## config.mk

```make
export PLATFORM = sky130hd
export DESIGN_NAME = seq_magnitude_comparator_flat
export DESIGN_NICKNAME = d
export VERILOG_FILES = /design/src/rtl/seq_magnitude_comparator_pkg.sv /design/src/rtl/seq_magnitude_comparator_if.sv /design/src/rtl/seq_magnitude_comparator_chunk_cmp.sv /design/src/rtl/seq_magnitude_comparator.sv /design/src/flat_wrapper.sv
export SDC_FILE = /design/constraint.sdc
export NUM_CORES = 1
export LEC_CHECK = 0
export CAP_MARGIN = 30
export CORE_UTILIZATION = 28
export CTS_BUF_LIST = sky130_fd_sc_hd__clkbuf_8
export DETAILED_ROUTE_END_ITERATION = 8
export SYNTH_ARGS = -nofsm -noshare
export SYNTH_HDL_FRONTEND = slang
export SYNTH_SLANG_ARGS = --single-unit
```

## constraint.sdc

```tcl
create_clock -name clk -period 2.9 [get_ports clk]
set_clock_uncertainty 0.2 [all_clocks]
set_input_delay 0.435 -clock clk [delete_from_list [all_inputs] [get_ports clk]]
set_output_delay 0.435 -clock clk [all_outputs]
set_load 0.02 [all_outputs]
```

## src/rtl/seq_magnitude_comparator_pkg.sv

```systemverilog
// Shared types and helpers for the sequential magnitude comparator.
// Optional feature macro used elsewhere in this slice: SIGNED_CMP_EN.
package seq_cmp_pkg;

   typedef enum logic {
      IDLE = 1'b0,
      CMP  = 1'b1
   } state_t;

   typedef enum logic [1:0] {
      LT = 2'd0,
      EQ = 2'd1,
      GT = 2'd2
   } result_t;

   // Width of the cycle counter: it must hold the values 0..N.
   function automatic int calc_cw(input int width, input int digit);
      return $clog2(width / digit + 1);
   endfunction

endpackage

```

## src/rtl/seq_magnitude_comparator_if.sv

```systemverilog
// Handshake and operand/result bundle of the sequential magnitude comparator.
// With SIGNED_CMP_EN defined the bundle also carries signed_mode.
interface seq_magnitude_comparator_if
   import seq_cmp_pkg::*;
#(
   parameter int WIDTH = 16,
   parameter int DIGIT = 4,
   parameter int CW    = calc_cw(WIDTH, DIGIT)
);

   logic             start;
   logic [WIDTH-1:0] a;
   logic [WIDTH-1:0] b;
`ifdef SIGNED_CMP_EN
   logic             signed_mode;
`endif
   logic             busy;
   logic             done;
   logic             a_lt_b;
   logic             a_eq_b;
   logic             a_gt_b;
   logic [CW-1:0]    cycles;

`ifdef SIGNED_CMP_EN
   modport master (
      output start, a, b, signed_mode,
      input  busy, done, a_lt_b, a_eq_b, a_gt_b, cycles
   );
   modport slave (
      input  start, a, b, signed_mode,
      output busy, done, a_lt_b, a_eq_b, a_gt_b, cycles
   );
`else
   modport master (
      output start, a, b,
      input  busy, done, a_lt_b, a_eq_b, a_gt_b, cycles
   );
   modport slave (
      input  start, a, b,
      output busy, done, a_lt_b, a_eq_b, a_gt_b, cycles
   );
`endif

endinterface

```

## src/rtl/seq_magnitude_comparator_chunk_cmp.sv

```systemverilog
// Combinational unsigned compare of one DIGIT-bit chunk pair.
module chunk_cmp #(
   parameter int DIGIT = 4
) (
   input  logic [DIGIT-1:0] a_i,
   input  logic [DIGIT-1:0] b_i,
   output logic             lt_o,
   output logic             eq_o,
   output logic             gt_o
);

   assign lt_o = (a_i <  b_i);
   assign eq_o = (a_i == b_i);
   assign gt_o = (a_i >  b_i);

endmodule

```

## src/rtl/seq_magnitude_comparator.sv

```systemverilog
// Multi-cycle magnitude comparator: walks the operands DIGIT bits per clock,
// MSB chunk first, and stops on the first unequal chunk.
// Optional feature macro: SIGNED_CMP_EN (adds two's-complement compare).
module seq_magnitude_comparator
   import seq_cmp_pkg::*;
#(
   parameter int WIDTH = 16,
   parameter int DIGIT = 4
) (
   input  logic                      clk,
   input  logic                      reset,
   seq_magnitude_comparator_if.slave bus
);

   localparam int N  = WIDTH / DIGIT;
   localparam int CW = calc_cw(WIDTH, DIGIT);

   state_t           state_q;
   logic [WIDTH-1:0] a_sh_q, a_sh_d;
   logic [WIDTH-1:0] b_sh_q, b_sh_d;
   logic [WIDTH-1:0] a_ld, b_ld;
   logic [CW-1:0]    idx_q;
   logic [CW-1:0]    cyc_q;
   logic             busy_q, done_q;
   logic             lt_q, eq_q, gt_q;
   logic             head_lt, head_eq, head_gt;
   result_t          res_c;
   logic             accept, advance, last_chunk;

   chunk_cmp #(.DIGIT(DIGIT)) u_chunk_cmp (
      .a_i  (a_sh_q[WIDTH-1 -: DIGIT]),
      .b_i  (b_sh_q[WIDTH-1 -: DIGIT]),
      .lt_o (head_lt),
      .eq_o (head_eq),
      .gt_o (head_gt)
   );

   // Encode the head-chunk verdict and the capture/shift qualifiers.
   always_comb begin
      res_c = EQ;
      if (head_lt) begin
         res_c = LT;
      end else if (head_gt) begin
         res_c = GT;
      end else if (!head_eq) begin
         res_c = EQ;
      end
      last_chunk = (idx_q == CW'(N - 1));
      accept     = (state_q == IDLE) && bus.start;
      advance    = (state_q == CMP) && (res_c == EQ) && !last_chunk;
   end

   // Operand load value; signed mode flips the MSB so an unsigned walk gives signed order.
   always_comb begin
      a_ld = bus.a;
      b_ld = bus.b;
`ifdef SIGNED_CMP_EN
      if (bus.signed_mode) begin
         a_ld[WIDTH-1] = ~bus.a[WIDTH-1];
         b_ld[WIDTH-1] = ~bus.b[WIDTH-1];
      end
`endif
   end

   // Shift-register next state: load on accept, move up one chunk while equal.
   always_comb begin
      a_sh_d = a_sh_q;
      b_sh_d = b_sh_q;
      if (accept) begin
         a_sh_d = a_ld;
         b_sh_d = b_ld;
      end else if (advance) begin
         a_sh_d = a_sh_q << DIGIT;
         b_sh_d = b_sh_q << DIGIT;
      end
   end

   // Operand shift registers are pure data and carry no reset.
   always_ff @(posedge clk) begin
      a_sh_q <= a_sh_d;
      b_sh_q <= b_sh_d;
   end

   // Control FSM with registered handshake, result flags and cycle count.
   always_ff @(posedge clk) begin
      if (reset) begin
         state_q <= IDLE;
         idx_q   <= '0;
         busy_q  <= 1'b0;
         done_q  <= 1'b0;
         lt_q    <= 1'b0;
         eq_q    <= 1'b0;
         gt_q    <= 1'b0;
         cyc_q   <= '0;
      end else begin
         done_q <= 1'b0;
         case (state_q)
            IDLE: begin
               if (bus.start) begin
                  idx_q   <= '0;
                  busy_q  <= 1'b1;
                  state_q <= CMP;
               end
            end
            CMP: begin
               if (res_c != EQ) begin
                  lt_q    <= (res_c == LT);
                  gt_q    <= (res_c == GT);
                  eq_q    <= 1'b0;
                  cyc_q   <= idx_q + CW'(1);
                  done_q  <= 1'b1;
                  busy_q  <= 1'b0;
                  state_q <= IDLE;
               end else if (last_chunk) begin
                  lt_q    <= 1'b0;
                  gt_q    <= 1'b0;
                  eq_q    <= 1'b1;
                  cyc_q   <= CW'(N);
                  done_q  <= 1'b1;
                  busy_q  <= 1'b0;
                  state_q <= IDLE;
               end else begin
                  idx_q <= idx_q + CW'(1);
               end
            end
            default: begin
               state_q <= IDLE;
               busy_q  <= 1'b0;
            end
         endcase
      end
   end

   assign bus.busy   = busy_q;
   assign bus.done   = done_q;
   assign bus.a_lt_b = lt_q;
   assign bus.a_eq_b = eq_q;
   assign bus.a_gt_b = gt_q;
   assign bus.cycles = cyc_q;

endmodule

```

## src/flat_wrapper.sv

```systemverilog
// flat-port wrapper written by rule: the top's interface ports become plain ports
module seq_magnitude_comparator_flat import seq_cmp_pkg::*;
#(
   parameter int WIDTH = 16,
   parameter int DIGIT = 4
)
  (clk, reset, bus_start, bus_a, bus_b, bus_busy, bus_done, bus_a_lt_b, bus_a_eq_b, bus_a_gt_b, bus_cycles);
  seq_magnitude_comparator_if #(.WIDTH(WIDTH), .DIGIT(DIGIT)) bus_i ();
  input  logic clk;
  input  logic reset;
  input wire logic [$bits(bus_i.start)-1:0] bus_start;
  input wire logic [$bits(bus_i.a)-1:0] bus_a;
  input wire logic [$bits(bus_i.b)-1:0] bus_b;
  output wire logic [$bits(bus_i.busy)-1:0] bus_busy;
  output wire logic [$bits(bus_i.done)-1:0] bus_done;
  output wire logic [$bits(bus_i.a_lt_b)-1:0] bus_a_lt_b;
  output wire logic [$bits(bus_i.a_eq_b)-1:0] bus_a_eq_b;
  output wire logic [$bits(bus_i.a_gt_b)-1:0] bus_a_gt_b;
  output wire logic [$bits(bus_i.cycles)-1:0] bus_cycles;
  assign bus_i.start = bus_start;
  assign bus_i.a = bus_a;
  assign bus_i.b = bus_b;
  assign bus_busy = bus_i.busy;
  assign bus_done = bus_i.done;
  assign bus_a_lt_b = bus_i.a_lt_b;
  assign bus_a_eq_b = bus_i.a_eq_b;
  assign bus_a_gt_b = bus_i.a_gt_b;
  assign bus_cycles = bus_i.cycles;
  seq_magnitude_comparator #(.WIDTH(WIDTH), .DIGIT(DIGIT)) u_core (.clk(clk), .reset(reset), .bus(bus_i));
endmodule
```

==> results.txt, run 1 <==
----------------------------------------------------
[Status]
  Result of the run ... finished clean

[Synthesis]
  Count leader, synth ... sky130_fd_sc_hd__nand2_1
  Count of state elements after synthesis ... 44
  Ranking of synthesized cells by area ... sky130_fd_sc_hd__edfxtp_1, sky130_fd_sc_hd__nand2_1, sky130_fd_sc_hd__dfxtp_1
  Async SR Flop Fraction ... 0%
  Netlist area before placement ... ~0.0020 mm2
  Sequential area share after synthesis ... between 60% and 70%
  Leading post-synthesis cells by instance count ... sky130_fd_sc_hd__nand2_1, sky130_fd_sc_hd__edfxtp_1, sky130_fd_sc_hd__dfxtp_1
  Instance count of the mapped netlist ... 190
  Fraction of post-synthesis cell area in the top cell type by area ... between 40 and 50%
  Net count after synthesis ... 231
  Flip-flop cell with the highest count after synthesis ... sky130_fd_sc_hd__edfxtp_1
  Synthesized area per cell ... between 10 and 15 um2
  Number of synthesis warnings ... 0
  Number of library cell types mapped by synthesis ... 28
  Cell type with the highest aggregate area in the netlist ... sky130_fd_sc_hd__edfxtp_1
  Number of flops mapped to enable cells by yosys ... 32

[Die]
  Placeable core region ... between 0.006 and 0.007 mm2
  Initial Util ... around 29%
  Num rows ... 30
  Area enclosed by the die boundary ... roughly 0.0073 mm2
  Chip height ... roughly 86 um
  Io pins ... 43
  Die W ... approximately 86 um

[Worst setup path]
  FF-to-FF setup slack ... between 0.5 and 0.6 ns
  Signal arrival time at the worst endpoint ... approximately 2.1 ns
  Endpoint class of the critical path ... register
  Critical Path Sink ... u_core.b_sh_q[7]
  Top delay family on crit path ... simple AND/OR/NAND/NOR gates
  Stages on worst setup path ... 6
  Kind of start point of the critical path ... register
  Most Frequent Cell on Critical Path ... sky130_fd_sc_hd__nand2_1
  Cells along the critical path ... ha_1 -> and4_4 -> o311a_4 -> nand2_1 -> nand2_1 -> buf_4
  Highest fanout seen on the critical path ... 32
  Worst setup startpoint ... u_core.a_sh_q[15]
  Depth of the most critical reg-to-reg path ... 6
  Reg-to-reg endpoint ... u_core.b_sh_q[7]
  Required time of the worst setup path ... roughly 2.7 ns
  Path type of the worst setup path ... register to register
  Reg2Reg Launch Point ... u_core.a_sh_q[15]
  CP bufs+invs ... 1
  CP peak stage delay ... approximately 0.38 ns
  Slowest cell on the critical path ... sky130_fd_sc_hd__edfxtp_1

[STA]
  Finish-stage setup viols ... 0
  Hold Vio Cnt, Final ... 0
  Post-route clock period utilization ... between 80% and 90%
  Slew headroom ... around 70%
  Worst slew pin tran ... approximately 0.44 ns
  Total negative slack ... 0 ns
  Worst Slack Setup Final ... about 0.55 ns
  Hold slack ... 0.2762 ns
  Unrepaired setup endpoints after global routing ... no
  Maximum clock frequency ... 0.4249 GHz
  Max Slew Vio Count ... 0
  Final period demand of the worst path ... 2.354 ns

[GRT]
  Number of antenna violations at the first check in global routing ... 0
  Number of global-route vias before repair ... between 1000 and 1500
  Global-route wire length before repair ... 5816 um
  Maximum number of pins on one net before global-route repair ... 34
  Global-route usage over all layers ... 10.44%
  Total grt overflow ... 0

[Drt]
  Total vias in the final route ... roughly 1400
  Post-route antenna net violation count ... 0
  Overall routed net length ... roughly 3500 um
  Count of unresolved DRC violations after routing ... 0
  WL/cell ... ~11 um
  Initial drt markers ... 57
  Mean number of vias per cell ... about 4.4
  TritonRoute pass-1 iters ... 4

[Power and ir drop]
  PD cells ... ~550 mW/mm2
  Post-layout power ... between 1 and 1.5 mW
  P_sw ... roughly 330 uW
  Internal power ... ~1.1 mW
  Flop pwr share ... a little over half
  Maximum vdd ir drop ... around 0.24 mV
  Static leakage ... 1.035 nW
  Clock group share of total power ... between 30% and 40%
  Combinational power share ... roughly 14%
  Switching share of power ... 23.44%

[Clock network]
  Buffers inserted by post-CTS timing repair ... 0
  CTS tree ... built
  Hold-fix buffers at CTS ... 0
  Root Driver ... sky130_fd_sc_hd__clkbuf_8
  Num Clock Sinks ... 44
  Total of cells resized after clock tree synthesis ... 0
  CTS H-tree depth ... 2
  CTS max path bufs ... 2
  Number of clock buffers inserted by TritonCTS ... 5
  Clock transition time at the flip-flop clock pins of the worst setup and hold paths ... roughly 0.090 ns
  Clock latency on the worst-skew pair ... roughly 0.3 ns

[Placed design]
  Post-DP HPWL ... 2381 um
  # port buffers ... 42
  Final estimated routing congestion in global placement ... between 0.7 and 0.8
  Setup slack after placement ... between 0.5 and 0.6 ns

[Hold path]
  Source of the worst hold timing path ... u_core.bus.cycles[1]
  Worst hold path type ... register to register

[Layout]
  Fill cells ... 695
  Fraction of layout instances using a drive strength above 1 ... 6.838%
  Area growth from synthesis to layout ... 31.76%
  Final #Nets ... around 270
  Antenna cell count ... 0

[Flow run]
  Number of max-cap violations ... 0

----------------------------------------------------
[power groups by stage]
stage	clock [mW]	combinational [mW]	sequential [mW]
3_5_place_dp	0	0.206	0.764
5_1_grt	0.510	0.228	0.754
2_1_floorplan	0	0.113	0.767
4_1_cts	0.489	0.207	0.749
6_report	0.468	0.203	0.748
3_3_place_gp	0	0.202	0.762
[registers in the layout (all words and copies together) (netlist names), 3 cells and up]
| name | cells |
|---|---|
| u_core.idx_q | 3 |
| u_core.b_sh_q | 16 |
| u_core.a_sh_q | 16 |
| u_core.bus.cycles | 3 |
[kinds of logic (layout without fill, tap and decap cells)]
group | count (synthesis) | count (layout) | share of synthesized area (%)
DFF | 44 | 44 | 61.34
buffers and inverters | 16 | 60 | 3.131
and+or+nand+nor | 98 | 98 | 21.53
AOI/OAI and AO/OA | 26 | 26 | 10.16
adders and majority gates | 6 | 6 | 3.834
[area by class of cell]
type	instances	area, um2	share of cell area, %
clock buffers	5	68.82	2.667
inverters	7	26.28	1.018
multi-input cells	130	698.2	27.06
repair buffers	45	442.9	17.17
well taps	80	100.1	3.880
flip-flops and latches	44	1201	46.56
clock inverters	3	42.54	1.649
[tightest hold or removal path, cell delays in order (launching register included)]
cell	delay [ns]
sky130_fd_sc_hd__dfxtp_1	0.31
sky130_fd_sc_hd__o21ai_0	0.06
sky130_fd_sc_hd__a21oi_1	0.06
[worst min-delay path by stage]
stage	to	cells after the start	slack [ns]
CTS	u_core.bus.cycles[1]	2	0.28
detailed placement	u_core.bus.cycles[1]	2	0.27
floorplan	u_core.idx_q[1]	2	0.27
global placement	u_core.bus.busy	2	0.27
global route	u_core.bus.cycles[1]	2	0.30
finish	u_core.bus.cycles[1]	2	0.28
[stage by stage]
step	std cells	area, um2	utilization [%]
floorplan	190	1958	-
global placement	306	2469	36.54
detailed placement	306	2469	36.54
CTS	314	2580	38.19
global route	314	2580	38.19
finish	314	2580	38.19
[per-layer routing]
layer / wire, um / track usage (%) / vias up
met1: 1451 / 11.67 / 614
met4: 65 / 5.000 / 0
met3: 160 / 3.080 / 7
met5: 0 / 0 / -
li1: - / - / 727
met2: 1784 / 18.25 / 34
[layout by cell type, fill, tap and decap left out]
cell                               n
sky130_fd_sc_hd__clkbuf_8          5
sky130_fd_sc_hd__a22o_1            1
sky130_fd_sc_hd__clkdlybuf4s50_1  42
sky130_fd_sc_hd__a211oi_2          1
sky130_fd_sc_hd__nor3_1            3
sky130_fd_sc_hd__nand3b_1          1
sky130_fd_sc_hd__o311ai_4          1
sky130_fd_sc_hd__or3_1             1
sky130_fd_sc_hd__a21o_1            1
sky130_fd_sc_hd__clkinv_1          1
sky130_fd_sc_hd__a211oi_1          1
sky130_fd_sc_hd__nand2b_1          1
sky130_fd_sc_hd__and4_4            1
sky130_fd_sc_hd__nand3_1           3
sky130_fd_sc_hd__a21oi_1          11
sky130_fd_sc_hd__bufinv_16         1
sky130_fd_sc_hd__o311a_4           1
sky130_fd_sc_hd__and2_1            9
sky130_fd_sc_hd__o211ai_1          3
sky130_fd_sc_hd__o21ba_1           1
sky130_fd_sc_hd__clkinv_4          1
sky130_fd_sc_hd__nand2_1          77
sky130_fd_sc_hd__o31ai_1           1
sky130_fd_sc_hd__inv_1             7
sky130_fd_sc_hd__nor2b_2           2
sky130_fd_sc_hd__ha_1              6
sky130_fd_sc_hd__edfxtp_1         32
sky130_fd_sc_hd__buf_4             3
sky130_fd_sc_hd__dfxtp_1          12
sky130_fd_sc_hd__o21ai_0           4
Note: power is estimated with default switching activity, not from simulation.
==> run 2: changes to the inputs <==
==> constraint.sdc (replaced) <==
create_clock -name clk -period 2.2 [get_ports clk]
set_clock_uncertainty 0.2 [all_clocks]
set_input_delay 0.33 -clock clk [delete_from_list [all_inputs] [get_ports clk]]
set_output_delay 0.33 -clock clk [all_outputs]
set_load 0.02 [all_outputs]
==> results.txt, run 2 (synthesis results as in run 1) <==
----------------------------------------------------
[Drt]
  Uppermost signal routing layer after detailed routing ... met4
  Amount of wire on met2 after detailed routing ... 1678 um (-5.9%)
  Met3 wire length ... 157 um (-1.9%)
  Initial drt markers ... 49 (-14%)
  WL/cell ... 10.90 um (-1.1%)
  TritonRoute pass-1 iters ... 4 (unchanged)
  Total vias in the final route ... 1387 (+0.36%)
  Count of unresolved DRC violations after routing ... 0 (unchanged)
  Post-route antenna net violation count ... 0 (unchanged)
  Mean number of vias per cell ... 4.375 (-0.59%)
  Met1 Wirelength ... 1541 um (+6.2%)
  Overall routed net length ... 3455 um (-0.17%)

[Layout]
  Fill cells ... 685 (-1.4%)
  Sequential cell area ... 0.001201 mm2 (unchanged)
  Post-layout instance area ... 0.002623 mm2 (+1.6%)
  Top Registers ... u_core.a_sh_q: 16 flops, u_core.b_sh_q: 16 flops
  Commonest cells after routing, fill and taps aside ... sky130_fd_sc_hd__nand2_1, sky130_fd_sc_hd__clkdlybuf4s50_1, sky130_fd_sc_hd__edfxtp_1, sky130_fd_sc_hd__dfxtp_1, sky130_fd_sc_hd__a21oi_1
  Final core utilization ... 38.81% (+0.63 points)
  Fraction of layout instances using a drive strength above 1 ... 8.439% (+1.6 points)
  Final #Nets ... 277 (+1.1%)
  Antenna cell count ... 0 (unchanged)
  Most common cell after layout, fill and taps aside ... sky130_fd_sc_hd__nand2_1
  Area growth from synthesis to layout ... 33.93%
  Footprint of the multi-input gates ... 705.7 um2 (+1.1%)

[Die]
  Initial Util ... 28.98% (unchanged)
  Io pins ... 43 (unchanged)
  Die W ... 85.63 um (unchanged)
  Area enclosed by the die boundary ... 0.007332 mm2 (unchanged)
  Placeable core region ... 0.006756 mm2 (unchanged)
  Num rows ... 30 (unchanged)
  Chip height ... 85.63 um (unchanged)

[STA]
  Post-route clock period utilization ... 94.83% (+14 points)
  Finish-stage setup viols ... 0 (unchanged)
  Hold Vio Cnt, Final ... 0 (unchanged)
  Total negative slack ... 0 ns (unchanged)
  Final period demand of the worst path ... 2.086 ns (-0.2673 ns)
  Worst slew pin tran ... 0.4406 ns (-0.002831 ns)
  Unrepaired setup endpoints after global routing ... no
  Slew headroom ... 70.53% (+0.35 points)
  Maximum clock frequency ... 0.4793 GHz (+13%)
  Max Slew Vio Count ... 0 (unchanged)

[Worst setup path]
  Required time of the worst setup path ... 2.05 ns (-0.60 ns)
  Highest fanout seen on the critical path ... 32 (unchanged)
  Kind of start point of the critical path ... register
  Signal arrival time at the worst endpoint ... 1.93 ns (-0.18 ns)
  Path type of the worst setup path ... register to register
  Endpoint class of the critical path ... register

[Clock network]
  CTS H-tree depth ... 2 (unchanged)
  Buffers inserted by post-CTS timing repair ... 0 (unchanged)
  Number of clock buffers inserted by TritonCTS ... 5 (unchanged)
  Hold-fix buffers at CTS ... 0 (unchanged)
  Num Clock Sinks ... 44 (unchanged)
  CTS max path bufs ... 2 (unchanged)
  Root Driver ... sky130_fd_sc_hd__clkbuf_8
  CTS tree ... built
  Clock transition time at the flip-flop clock pins of the worst setup and hold paths ... 0.08 ns (about the same)
  Clock latency on the worst-skew pair ... 0.29 ns (about the same)
  Total of cells resized after clock tree synthesis ... 0 (unchanged)

[Placed design]
  Area post-placement ... 0.002511 mm2 (+1.7%)
  Final estimated routing congestion in global placement ... 0.7264 (+3.2%)
  Post-DP HPWL ... 2373 um (-0.36%)
  # port buffers ... 42 (unchanged)

[Flow run]
  Number of max-cap violations ... 0 (unchanged)

[GRT]
  Global-route usage over all layers ... 10.26% (-0.19 points)
  Number of global-route vias before repair ... 1293 (-2.6%)
  Global-route wire length before repair ... 5692 um (-2.1%)
  Maximum number of pins on one net before global-route repair ... 33 (-2.9%)
  Total grt overflow ... 0 (unchanged)
  Number of antenna violations at the first check in global routing ... 0 (unchanged)

[Power and ir drop]
  Static leakage ... 1.055 nW (+1.9%)
  PD cells ... 715.2 mW/mm2 (+30%)
  Maximum vdd ir drop ... 0.3245 mV (+33%)

[Status]
  Result of the run ... finished clean

[Hold path]
  Worst hold path type ... register to register

----------------------------------------------------
[run 2: cell count changes in the layout (fill, tap and decap cells not counted), sizes merged]
cell,change
buf,+3
[run 2: where the power goes]
group | internal (mW) | switching, mW | total [mW]
clock network | 0.336 | 0.274 | 0.610
registers | 0.966 | 0.0177 | 0.984
logic | 0.139 | 0.143 | 0.282
total | 1.44 | 0.434 | 1.88
[run 2: final timing paths]
| kind | startpoint | endpoint | slack [ns] | depth (start not counted) |
|---|---|---|---|---|
| max | u_core.b_sh_q[15] | u_core.b_sh_q[11] | 0.11 | 7 |
| min | u_core.bus.cycles[0] | u_core.bus.cycles[0] | 0.28 | 2 |
| max reg2reg | u_core.b_sh_q[15] | u_core.b_sh_q[11] | 0.11 | 7 |
| min reg2reg | u_core.bus.cycles[0] | u_core.bus.cycles[0] | 0.28 | 2 |
[run 2: final cells by class]
class	instances	share of cell area, %
Clock buffer	5	2.624
Timing Repair Buffer	48	18.23
Tap cell	80	3.817
Sequential cell	44	45.80
Inverter	7	1.002
Multi-Input combinational cell	130	26.91
Clock inverter	3	1.622
[run 2: critical path: stages, from the launching register on]
cell and delay (ns):
sky130_fd_sc_hd__edfxtp_1 0.33, sky130_fd_sc_hd__inv_1 0.05, sky130_fd_sc_hd__ha_1 0.33, sky130_fd_sc_hd__a21o_1 0.23
sky130_fd_sc_hd__o311a_4 0.32, sky130_fd_sc_hd__nand2_1 0.12, sky130_fd_sc_hd__nand2_4 0.07, sky130_fd_sc_hd__buf_12 0.18
[run 2: layer usage]
layer / vias up / GRT usage (%)
met5: - / 0
met4: 0 / 5.909
met3: 7 / 3.080
met2: 33 / 17.24
met1: 615 / 11.61
li1: 732 / -
[run 2: per-stage QoR]
stage | power [mW] | hold slack [ns] | worst slack [ns] | cells
after floorplan | 1.161 | 0.2093 | 0.1145 | 190
after global placement | 1.282 | 0.2631 | 0.1516 | 309
after detailed placement | 1.289 | 0.2670 | 0.1171 | 309
after CTS | 1.907 | 0.2788 | 0.09710 | 317
after global routing | 1.965 | 0.3046 | 0.01706 | 317
final | 1.876 | 0.2773 | 0.1137 | 317
